## src/rtl/wb_spi_slave.sv

```systemverilog
// SPI responder with an 8-bit Wishbone register port. All SPI pins are oversampled
// in wb_clk_i; a small frame FSM gates the byte engine driven by detected sck edges.
module wb_spi_slave #(
  parameter int          SYNC_STAGES = 2,
  parameter bit          CPOL        = 1'b0,
  parameter bit          CPHA        = 1'b0,
  parameter logic [7:0]  TX_IDLE     = 8'hFF
) (
  input  logic       wb_clk_i,
  input  logic       wb_rst_n_i,
  input  logic [2:0] wb_adr_i,
  input  logic [7:0] wb_dat_i,
  output logic [7:0] wb_dat_o,
  input  logic       wb_we_i,
  input  logic       wb_stb_i,
  input  logic       wb_cyc_i,
  output logic       wb_ack_o,
  output logic       irq_o,
  input  logic       ss_i,
  input  logic       sck_i,
  input  logic       mosi_i,
  output logic       miso_o,
  output logic       miso_oe_o
);

  typedef enum logic {S_IDLE, S_FRAME} state_t;

  localparam logic [2:0] A_RXDATA = 3'd0;
  localparam logic [2:0] A_TXDATA = 3'd1;
  localparam logic [2:0] A_STATUS = 3'd2;
  localparam logic [2:0] A_CTRL   = 3'd3;

  logic [SYNC_STAGES-1:0] ss_p, sck_p, mosi_p;
  logic       ss_s, sck_s, mosi_s;
  logic       ss_d, sck_d;

  state_t     state, state_nxt;
  logic       frame_start, frame_end, in_frame;

  logic [3:0] ctrl;
  logic       en;
  logic       rxf, txe, ovr, udr;
  logic [7:0] rxdata, tx_buf;
  logic [7:0] rx_shift, tx_shift;
  logic [2:0] bit_cnt;

  logic       req, wr_tx, wr_st, wr_ctrl, rd_rx;
  logic       sck_chg, lead_edge, trail_edge, sample_edge, shift_edge;
  logic       ss_fall, ss_rise;
  logic       do_sample, do_shift, tx_load, byte_done;
  logic [7:0] rx_byte;
  logic [7:0] rd_mux;

  // ---- synchroniser stage: pins -> wb_clk_i domain
  always_ff @(posedge wb_clk_i or negedge wb_rst_n_i) begin
    if (!wb_rst_n_i) begin
      ss_p   <= '1;
      sck_p  <= {SYNC_STAGES{CPOL}};
      mosi_p <= '0;
      ss_d   <= 1'b1;
      sck_d  <= CPOL;
    end else begin
      ss_p   <= {ss_p[SYNC_STAGES-2:0], ss_i};
      sck_p  <= {sck_p[SYNC_STAGES-2:0], sck_i};
      mosi_p <= {mosi_p[SYNC_STAGES-2:0], mosi_i};
      ss_d   <= ss_s;
      sck_d  <= sck_s;
    end
  end

  assign ss_s   = ss_p[SYNC_STAGES-1];
  assign sck_s  = sck_p[SYNC_STAGES-1];
  assign mosi_s = mosi_p[SYNC_STAGES-1];

  // ---- edge detection stage
  assign sck_chg     = sck_s ^ sck_d;
  assign lead_edge   = sck_chg & (sck_s != CPOL);
  assign trail_edge  = sck_chg & (sck_s == CPOL);
  assign sample_edge = CPHA ? trail_edge : lead_edge;
  assign shift_edge  = CPHA ? lead_edge  : trail_edge;
  assign ss_fall     = ss_d & ~ss_s;
  assign ss_rise     = ~ss_d & ss_s;

  assign en = ctrl[0];

  always_ff @(posedge wb_clk_i or negedge wb_rst_n_i) begin
    if (!wb_rst_n_i) state <= S_IDLE;
    else             state <= state_nxt;
  end

  // Clearing EN is treated exactly like the host raising ss.
  always_comb begin
    state_nxt   = state;
    frame_start = 1'b0;
    frame_end   = 1'b0;
    case (state)
      S_IDLE: begin
        if (ss_fall && en) begin
          state_nxt   = S_FRAME;
          frame_start = 1'b1;
        end
      end
      S_FRAME: begin
        if (ss_rise || !en) begin
          state_nxt = S_IDLE;
          frame_end = 1'b1;
        end
      end
      default: state_nxt = S_IDLE;
    endcase
  end

  assign in_frame  = (state == S_FRAME);
  assign do_sample = in_frame & ~frame_end & sample_edge;
  assign do_shift  = in_frame & ~frame_end & shift_edge;
  assign tx_load   = (frame_start & ~CPHA) | (do_shift & (bit_cnt == 3'd0));
  assign byte_done = do_sample & (bit_cnt == 3'd7);
  assign rx_byte   = {rx_shift[6:0], mosi_s};

  // ---- bus decode: side effects happen on the edge that raises ack
  assign req     = wb_stb_i & wb_cyc_i & ~wb_ack_o;
  assign wr_tx   = req & wb_we_i  & (wb_adr_i == A_TXDATA);
  assign wr_st   = req & wb_we_i  & (wb_adr_i == A_STATUS);
  assign wr_ctrl = req & wb_we_i  & (wb_adr_i == A_CTRL);
  assign rd_rx   = req & ~wb_we_i & (wb_adr_i == A_RXDATA);

  always_comb begin
    rd_mux = 8'h00;
    case (wb_adr_i)
      A_RXDATA: rd_mux = rxdata;
      A_STATUS: rd_mux = {3'b000, ~ss_s, udr, ovr, txe, rxf};
      A_CTRL:   rd_mux = {4'h0, ctrl};
      default:  rd_mux = 8'h00;
    endcase
  end

  always_ff @(posedge wb_clk_i or negedge wb_rst_n_i) begin
    if (!wb_rst_n_i) begin
      wb_ack_o <= 1'b0;
      wb_dat_o <= 8'h00;
      ctrl     <= 4'h0;
    end else begin
      wb_ack_o <= req;
      wb_dat_o <= (req && !wb_we_i) ? rd_mux : 8'h00;
      if (wr_ctrl) ctrl <= wb_dat_i[3:0];
    end
  end

  // ---- byte engine stage
  always_ff @(posedge wb_clk_i or negedge wb_rst_n_i) begin
    if (!wb_rst_n_i) begin
      bit_cnt  <= 3'd0;
      rx_shift <= 8'h00;
      tx_shift <= 8'h00;
    end else begin
      if (frame_start || frame_end) bit_cnt <= 3'd0;
      else if (do_sample)           bit_cnt <= bit_cnt + 3'd1;
      if (do_sample) rx_shift <= rx_byte;
      // The load always sees the pre-write buffer state.
      if (tx_load)       tx_shift <= txe ? TX_IDLE : tx_buf;
      else if (do_shift) tx_shift <= {tx_shift[6:0], 1'b0};
    end
  end

  // ---- buffer and flag stage
  always_ff @(posedge wb_clk_i or negedge wb_rst_n_i) begin
    if (!wb_rst_n_i) begin
      rxf    <= 1'b0;
      txe    <= 1'b1;
      ovr    <= 1'b0;
      udr    <= 1'b0;
      rxdata <= 8'h00;
      tx_buf <= 8'h00;
    end else begin
      // A pop in the same clock as completion frees the slot for the new byte.
      if (byte_done && (!rxf || rd_rx)) rxdata <= rx_byte;
      if (byte_done)  rxf <= 1'b1;
      else if (rd_rx) rxf <= 1'b0;
      if (byte_done && rxf && !rd_rx)  ovr <= 1'b1;
      else if (wr_st && wb_dat_i[2])   ovr <= 1'b0;
      if (tx_load && txe)              udr <= 1'b1;
      else if (wr_st && wb_dat_i[3])   udr <= 1'b0;
      if (wr_tx)        txe <= 1'b0;
      else if (tx_load) txe <= 1'b1;
      if (wr_tx) tx_buf <= wb_dat_i;
    end
  end

  always_ff @(posedge wb_clk_i or negedge wb_rst_n_i) begin
    if (!wb_rst_n_i) irq_o <= 1'b0;
    else irq_o <= (rxf & ctrl[1]) | (txe & ctrl[2]) | ((ovr | udr) & ctrl[3]);
  end

  assign miso_o    = tx_shift[7];
  assign miso_oe_o = in_frame;

endmodule
```

## config.mk

```make
export PLATFORM = sky130hd
export DESIGN_NAME = wb_spi_slave
export DESIGN_NICKNAME = d
export VERILOG_FILES = /design/src/rtl/wb_spi_slave.sv
export SDC_FILE = /design/constraint.sdc
export NUM_CORES = 1
export LEC_CHECK = 0
export BUFFER_PORTS_ARGS = -buffer_cell sky130_fd_sc_hd__clkbuf_2
export CAP_MARGIN = 20
export CORE_MARGIN = 1.5
export CORE_UTILIZATION = 43
export CTS_CLUSTER_DIAMETER = 30
export CTS_CLUSTER_SIZE = 40
export DETAILED_ROUTE_END_ITERATION = 10
export PLACE_DENSITY = 0.7
export REMOVE_ABC_BUFFERS = 1
export SLEW_MARGIN = 40
export SYNTH_ARGS = -nofsm -noshare
export SYNTH_HDL_FRONTEND = slang
export SYNTH_SLANG_ARGS = --single-unit
export TNS_END_PERCENT = 100
```

## constraint.sdc

```tcl
create_clock -name wb_clk_i -period 2.8 [get_ports wb_clk_i]
set_input_delay 0.42 -clock wb_clk_i [delete_from_list [all_inputs] [get_ports wb_clk_i]]
set_output_delay 0.42 -clock wb_clk_i [all_outputs]
set_load 0.01 [all_outputs]
```

==> After elaboration in Yosys (flattened, before gate mapping) <==
Index checks and enable logic that the tools add are counted.
{ "classes": {"reduce_logical": 23, "n_shift": 0, "mux": 21, "n_lt_le_gt_ge": 0, "n_div": 0, "n_eq_ne": 4, "add_sub_neg": 1, "mul": 0, "bitwise_logic": 32} }
{ "ops": {"columns": ["op", "count"], "rows": [
  ["2-to-1 mux 8 bit", 4],
  ["one-hot mux 8 bit (3 select lines)", 1],
  ["bitwise AND 1 bit", 20],
  ["2-to-1 mux 1 bit", 13],
  ["nonzero test 2 bit", 6],
  ["logical AND 1 bit", 8],
  ["NOT 1 bit", 7],
  ["equality test 3 x 2 -> 1 bit (second input constant)", 2],
  ["logical NOT 3 bit", 2],
  ["2-to-1 mux 3 bit", 2],
  ["logical NOT 1 bit", 4],
  ["OR 1 bit", 4],
  ["adder 3 x 1 -> 3 bit (second input constant)", 1],
  ["equality test 3 x 1 -> 1 bit (second input constant)", 1],
  ["equality test 3 bit (second input constant)", 1],
  ["logical OR 1 bit", 3],
  ["one-hot mux 1 bit (2 select lines)", 1],
  ["bitwise XOR 1 bit", 1]
]} }
{ "totals": {"mem_count": 0, "out_inout_bits": 12, "regBits": 61, "word_cells": 100, "romBits": 0, "ramBits": 0, "inputBits": 19, "latch_bits": 0} }

==> Logic depth before layout (Yosys ltp) <==
Gate-level depths: netlist of the first run.
{ "logic_depth": {"ltp_word": 12, "ltp_mapped": 7} }

==> Least setup slack after synthesis of the first run <==
Ideal clock, no wire load.
{ "synth_timing": {"kind": "reg-to-reg", "startpoint": "register wb_ack_o", "endpoint": "register rxdata[0]", "synth_period_minus_slack_ns": 1.675, "n_path_buf": 1, "arrival_ns": 1.551, "path_slack_ns": 1.125, "stages_incl_launch_ff": 6, "required_time_ns": 2.675, "setup_ns": 0.125, "cell_sequence": "dfrtp_1 > nand4bb_1 > o41ai_2 > and3_1 > buf_6 > mux2_2"} }
{ "synth_between": {"elab_chain_len": 6} }
{ "synth_rtl": {"columns": ["element", "line", "source"], "rows": [
  ["start: declaration", "17", "output logic wb_ack_o,"],
  ["start signal: assignment", "143", "wb_ack_o <= req;"],
  ["NOT 1 bit", "121", "assign req = wb_stb_i & wb_cyc_i & ~wb_ack_o;"],
  ["bitwise AND 1 bit", "121", null],
  ["bitwise AND 1 bit (2 in series)", "125", "assign rd_rx = req & ~wb_we_i & (wb_adr_i == A_RXDATA);"],
  ["logical OR 1 bit", "176", "if (byte_done && (!rxf || rd_rx)) rxdata <= rx_byte;"],
  ["logical AND 1 bit", "176", null],
  ["end signal: assignment", "176", null],
  ["end: declaration", "43", "logic [7:0] rxdata, tx_buf;"]
]} }
No other way between the ends.
A chain may end at the register's enable or synchronous reset.

==> Worst setup path after layout of the first run <==
{ "layout_timing": {"startpoint": "register ss_d", "endpoint": "register rxdata[3]"} }
{ "layout_between": {"elab_chain_len": 10} }
{ "layout_rtl": {"columns": ["element", "line", "source"], "rows": [
  ["start: declaration", "35", "logic ss_d, sck_d;"],
  ["start signal: assignment", "66", "ss_d <= ss_s;"],
  ["NOT 1 bit", "82", "assign ss_rise = ~ss_d & ss_s;"],
  ["bitwise AND 1 bit", "82", null],
  ["logical OR 1 bit", "104", "if (ss_rise || !en) begin"],
  ["2-to-1 mux 1 bit", "104", null],
  ["2-to-1 mux 1 bit", "96", "case (state)"],
  ["NOT 1 bit", "114", "assign do_sample = in_frame & ~frame_end & sample_edge;"],
  ["bitwise AND 1 bit (2 in series)", "114", null],
  ["bitwise AND 1 bit", "117", "assign byte_done = do_sample & (bit_cnt == 3'd7);"],
  ["logical AND 1 bit", "176", null]
]} }
No other way between the ends.

==> metrics.csv, run 1 <==
metric,value,unit
status,"finished, final reports clean",
crit_slowest_cell,dfstp_2,
area_delta_synth_final,17.17,%
fp.dieArea,0.006401,mm^2
drive_above_1_share,0.3415,
layout_commonest_cell,dfrtp_1,
layout.nets,263,
period_needed,1923,ps
vdd.ir_drop.worst,0.0003718,V
rsz0062_at_grt,no,
reg2reg_slack,880,ps
slew_headroom,0.6056,
crit_path_cell_trace,nand2b_1 -> and4_4 -> and3_1 -> mux2_2,
routed_wl,4.311,mm
power_leakage,1.486,nW
yosysUniqueCellTypes,37,
timing.fmax,520.1,MHz
synth_warnings,0,
start_util,0.4547,
synth_ff_type,dfrtp_1,
gr-total-overflow,0,
post-cts-setup-buffers,0,
postRouteAntennaNets,0,
worstPathRequired,3010,ps
yosysTopAreaCell,dfrtp_1,
io_buffers,30,
hold_violations,0,
finalCritPeriodShare,0.6867,
post_cts_resized,0,
synthTopCellsByArea,"dfrtp_1, mux2_2, nand2_1",
crit_family,simple AND/OR/NAND/NOR gates,
vias_per_cell,5.104,
cp-startpoint,ss_d$_DFF_PN1_,
gp_congestion,0.8060,
cts_hold_buf,0,
drv_cap,0,
synth_edf_count,0,
avgSynthCellArea,12.38,um^2
drt_iter0_drc,94,
path_class,flip-flop to flip-flop,
p_per_area,749.3,mW/mm^2
cts_tree,yes,
cts_sinks,61,
start_kind,flip-flop,
hp-class,input pin to async pin,
clk_pin_slew_worst_paths,70,ps
clockBufferDepth,2,
antenna_found_initial,0,
finalPower,0.002239,W
mostFrequentLayoutCells,"dfrtp_1, nand2_1, clkbuf_2",
async_flop_share,1.000,
synth_cells,206,
setup_violations,0,
detailed_place_hpwl,2.978,mm
diodes,0,
synthesis.area,0.002550,mm^2
max_stage_delay,570,ps
grt_pass1_wl,7.686,mm
cts_root_buffer,clkbuf_8,
dpl_cell_area,0.002759,mm^2
tightestPinTransition,591.6,ps
grt_pass1_vias,1619,
fill_cells,505,
clkLatencyLatePin,330,ps
h-tree-depth,3,
die_w,80.01,um
grtUsageTotal,0.1611,
crit_buf_inv,0,
hold_slack,159.2,ps
final.setup_skew,6.883,ps
critPathCaptureType,flip-flop,
timing.rr.start,ss_d$_DFF_PN1_,
setup_tns,0,ps
fp.dieH,80.01,um
coreArea,0.005608,mm^2
drc,0,
crit_fanout,13,
vias,1623,
drv_slew,0,
grt_max_degree,62,
post_drt_wl_per_cell,13.56,um
synth_top_area_frac,0.5594,
postLayoutCellArea,0.002988,mm^2
yosysSeqAreaShare,0.6006,
cts-buffers-inserted,9,
rows,27,
ios,31,
ys_ff_latch,61,
worstPathArrival,2140,ps
dr.pass1.iters,4,
## worst reg2reg max path, stage by stage, from the launching register on
cell	delay, ps
dfstp_2	570
nand2b_1	150
and4_4	320
and3_1	390
mux2_2	380
## layer usage
metal | up-vias | part of all wire | GRT usage
li1 | 804 | - | -
met1 | 780 | 0.49 | 0.2171
met2 | 31 | 0.46 | 0.2336
met3 | 8 | 0.038 | 0.05257
met4 | 0 | 0.019 | 0.07586
met5 | - | 0 | 0
## cells by family (layout without fill, tap and decap cells)
| family | Yosys count | in the layout | share of synthesized area |
|---|---|---|---|
| AND/OR/NAND/NOR | 82 | 82 | 0.1683 |
| adder cells (fa/ha/maj) | 4 | 4 | 0.01865 |
| flip-flops | 61 | 61 | 0.6006 |
| buffers and inverters | 10 | 50 | 0.01963 |
| AO/OA/AOI/OAI | 23 | 23 | 0.07851 |
| multiplexers | 26 | 26 | 0.1143 |
## sequential cells by signal, indices dropped and copies added, names as in the netlist, 2 cells and up
register / count
rxdata: 8
tx_buf: 8
tx_shift: 8
wb_dat_o: 8
rx_shift: 7
ctrl: 4
bit_cnt: 3
mosi_p: 2
sck_p: 2
ss_p: 2
## final cells by class
class / instances / area (um^2) / area share
multi-input combinational: 135 / 968.4 / 0.3241
tap: 72 / 90.09 / 0.03015
inverter: 3 / 11.26 / 0.003769
clock inverter: 4 / 70.07 / 0.02345
clock buffer: 12 / 155.1 / 0.05193
timing repair buffer: 31 / 161.4 / 0.05402
sequential: 61 / 1531 / 0.5126
## final timing paths
kind | endpoint | cells after the start
hold / removal | miso_oe_o$_DFF_PN0_ | 2
max in group asynchronous | txe$_DFFE_PN1P_ | 2
setup reg to reg | rxdata[3]$_DFFE_PN0P_ | 4
hold reg to reg | sck_p[1]$_DFF_PN0_ | 0
min in group wb_clk_i | ss_p[0]$_DFF_PN1_ | 1
setup / recovery | rxdata[3]$_DFFE_PN0P_ | 4
## synthesized netlist by cell type (2+ instances only)
master / count
mux2_2: 25
nand2b_1: 3
or2_2: 2
inv_1: 3
buf_2: 4
and4b_1: 2
a22oi_1: 5
dfrtp_1: 57
o31ai_1: 7
and4bb_2: 3
nor3_1: 8
a22o_1: 4
nand4_1: 2
and2_1: 4
nand2_1: 35
nor2_1: 14
ha_1: 3
clkbuf_1: 2
dfstp_2: 4
nor2b_1: 2
## power breakdown
group	leakage [nW]	internal (W)	switching, W
combinational	0.576	0.000140	0.000123
clock	0.116	0.000547	0.000323
sequential	0.794	0.00101	0.0000944
## through the flow
step | util | worst slack [ps] | instances
global route | 0.5328 | 745.8 | 318
CTS | 0.5321 | 862.4 | 318
floorplan | - | 1033 | 199
detailed placement | 0.4920 | 805.2 | 302
finish | 0.5328 | 877.1 | 318
global placement | 0.4920 | 854.5 | 302
(Power assumes the default switching activity.)
==> run 2, diff against run 1 <==
--- a/config.mk
+++ b/config.mk
@@ -5,6 +5,7 @@
 export SDC_FILE = /design/constraint.sdc
 export NUM_CORES = 1
 export LEC_CHECK = 0
+export ABC_AREA = 1
 export BUFFER_PORTS_ARGS = -buffer_cell sky130_fd_sc_hd__clkbuf_2
 export CAP_MARGIN = 20
 export CORE_MARGIN = 1.5
==> constraint.sdc (replaced) <==
create_clock -name wb_clk_i -period 1.9 [get_ports wb_clk_i]
set_input_delay 0.285 -clock wb_clk_i [delete_from_list [all_inputs] [get_ports wb_clk_i]]
set_output_delay 0.285 -clock wb_clk_i [all_outputs]
set_load 0.01 [all_outputs]
==> run 2 against run 1 <==
  * Clock skew rose by 1.6 ps
  * Combinational power increased by 87%
  * Clock power rose by 32%
  * Cell area is 4.4% higher
  * Fmax up 23%
==> metrics.csv, run 2 <==
metric,value,unit,change
grt_pass1_vias,2093,,+29%
start_kind,flip-flop,,
yosysMostFrequentCell,nand2_1,,
seqCellArea,0.001531,mm^2,unchanged
die_w,81.99,um,+2.5%
vdd.ir_drop.worst,0.0005529,V,+49%
start_util,0.4504,,-0.004288
clk_pin_slew_worst_paths,60,ps,about the same
synth_ff_type,dfrtp_1,,
area_delta_synth_final,16.23,%,
layout.nets,367,,+40%
diodes,0,,unchanged
drive_above_1_share,0.2086,,-0.1329
io_buffers,30,,unchanged
routed_wl,5.092,mm,+18%
antenna_found_initial,0,,unchanged
cts_tree,yes,,
final.setup_skew,8.485,ps,+1.603 ps
power_leakage,1.690,nW,+14%
drt_iter0_drc,114,,+21%
p_seq_frac,0.497,,+0.003
fp.dieArea,0.006722,mm^2,+5.0%
coreArea,0.005956,mm^2,+6.2%
vias,2036,,+25%
crit_fanout,14,,+1
drv_cap,0,,unchanged
hold_violations,0,,unchanged
cts_sinks,61,,unchanged
fill_cells,580,,+15%
clkPwrFrac,0.352,,-0.037
ios,31,,unchanged
drc,0,,unchanged
path_class,flip-flop to flip-flop,,
sw_frac_of_total,0.2684,,+0.02694
postRouteAntennaNets,0,,unchanged
dpl_cell_area,0.002912,mm^2,+5.5%
synthesis.area,0.002683,mm^2,+5.2%
synth_top_area_frac,0.5317,,-0.02766
critPathCaptureType,flip-flop,,
rows,28,,+3.7%
comb_power_share,0.151,,+0.033
clockBufferDepth,2,,unchanged
crit_top_cell,nand2_1,,
dr.pass1.iters,4,,unchanged
rsz0062_at_grt,no,,
fp.dieH,81.99,um,+2.5%
yosysSeqAreaShare,0.5709,,-0.02969
setup_slack,333.6,ps,-543.5 ps
crit_path_cell_trace,inv_1 -> nand2_1 -> nand2_2 -> nand3_4 -> clkinv_1 -> nand2_1 -> nand2_1,,
finalCritPeriodShare,0.8244,,+0.1377
synth_common_cells,"nand2_1, dfrtp_1, nor2_1",,
setup_tns,0,ps,unchanged
cts_root_buffer,clkbuf_8,,
avgSynthCellArea,8.738,um^2,-29%
yosysTopAreaCell,dfrtp_1,,
p_per_area,1045,mW/mm^2,+39%
grtUsageTotal,0.1858,,+0.02465
timing.fmax,638.4,MHz,+23%
detailed_place_hpwl,3.596,mm,+21%
vias_per_cell,4.791,,-6.1%
grt_max_degree,62,,unchanged
cts-buffers-inserted,9,,unchanged
internal_power,0.002383,W,+40%
yosysUniqueCellTypes,29,,-22%
worstPathRequired,2110,ps,-900 ps
ys_ff_latch,61,,unchanged
multiInputGateArea,999.7,um^2,+3.2%
mostFrequentLayoutCells,"nand2_1, dfrtp_1, nor2_1",,
async_flop_share,1.000,,unchanged
crit_slowest_cell,dfstp_2,,
clkLatencyLatePin,330,ps,about the same
gp_congestion,0.8154,,+1.2%
gr-total-overflow,0,,unchanged
h-tree-depth,3,,unchanged
period_needed,1566,ps,-356.5 ps
post_drt_wl_per_cell,11.98,um,-12%
hp-class,input pin to flip-flop,,
tightestPinTransition,537.5,ps,-54.05 ps
layout_commonest_cell,nand2_1,,
synth_warnings,0,,unchanged
synth_cells,307,,+49%
postLayoutCellArea,0.003118,mm^2,+4.4%
p_switching,0.0008743,W,+62%
slew_headroom,0.6389,,+0.03328
synth_edf_count,0,,unchanged
grt_pass1_wl,9.232,mm,+20%
setup_violations,0,,unchanged
drv_slew,0,,unchanged
worstPathArrival,1780,ps,-360 ps
max_stage_delay,550,ps,-20 ps
place_ws,345.2,ps,-460.0 ps
synthTopCellsByArea,"dfrtp_1, nand2_1, nand3_1",,
status,"finished, final reports clean",,
[run 2: kinds of logic after synthesis]
logic type               count (synthesis)  share of synthesized area
AND/OR/NAND/NOR                        190                     0.3195
flip-flops                              61                     0.5709
buffers and inverters                   36                    0.05643
AO/OA/AOI/OAI                           17                    0.03918
adder cells (fa/ha/maj)                  3                    0.01399
[run 2: power groups by stage]
stage	Clock [W]	Sequential, W	Combinational, W
2_1_floorplan	0	0.00161	0.000346
3_3_place_gp	0	0.00164	0.000482
3_5_place_dp	0	0.00164	0.000498
4_1_cts	0.00117	0.00162	0.000503
5_1_grt	0.00123	0.00165	0.000584
6_report	0.00115	0.00162	0.000493
[run 2: repair_timing]
action	CTS	global route
hold endpoints to repair	57	0
setup buffers	0	0
gates resized for setup	0	0
hold buffers	1	0
[run 2: metrics by stage]
stage                     total power, W  instances    util  hold WS, ps
final                           0.003257        425  0.5235        37.83
after CTS                       0.003292        425  0.5235        26.34
after global routing            0.003464        425  0.5235        24.88
after floorplan                 0.001958        302       -       -10.59
after global placement          0.002117        408  0.4889        323.4
after detailed placement        0.002139        408  0.4889        322.3
[run 2: worst paths after layout]
| path | slack (ps) | endpoint | cells past startpoint | startpoint |
|---|---|---|---|---|
| max | 330 | bit_cnt[2]$_DFFE_PN0P_ | 7 | ss_p[1]$_DFF_PN1_ |
| min | 40 | ss_p[0]$_DFF_PN1_ | 1 | ss_i |
| max reg2reg | 330 | bit_cnt[2]$_DFFE_PN0P_ | 7 | ss_p[1]$_DFF_PN1_ |
| min reg2reg | 350 | sck_p[1]$_DFF_PN0_ | 0 | sck_p[0]$_DFF_PN0_ |
| max in group asynchronous | 1090 | ss_d$_DFF_PN1_ | 3 | wb_rst_n_i |
| min in group asynchronous | 490 | wb_ack_o$_DFF_PN0_ | 3 | wb_rst_n_i |
[run 2: routing by layer]
layer  up-vias  GRT usage  part of all wire
li1       1031          -                 -
met1       955     0.2309              0.47
met2        42     0.2984              0.48
met3         8    0.04333             0.036
met4         0     0.1000             0.017
met5         -          0                 0
[run 2: worst max-delay path: cells and delay by family, from the launching register on]
| family | cells | cell delay [ps] |
|---|---|---|
| flip-flops | 1 | 550 |
| AND/OR/NAND/NOR | 5 | 580 |
| buffers and inverters | 2 | 320 |
[run 2: cell type report]
cell class | instances | share of cell area
flip-flops and latches | 61 | 0.4912
multi-input cells | 210 | 0.3206
repair buffers | 32 | 0.05778
clock buffers | 15 | 0.05337
inverters | 31 | 0.03732
well taps | 75 | 0.03010
clock inverters | 1 | 0.009631
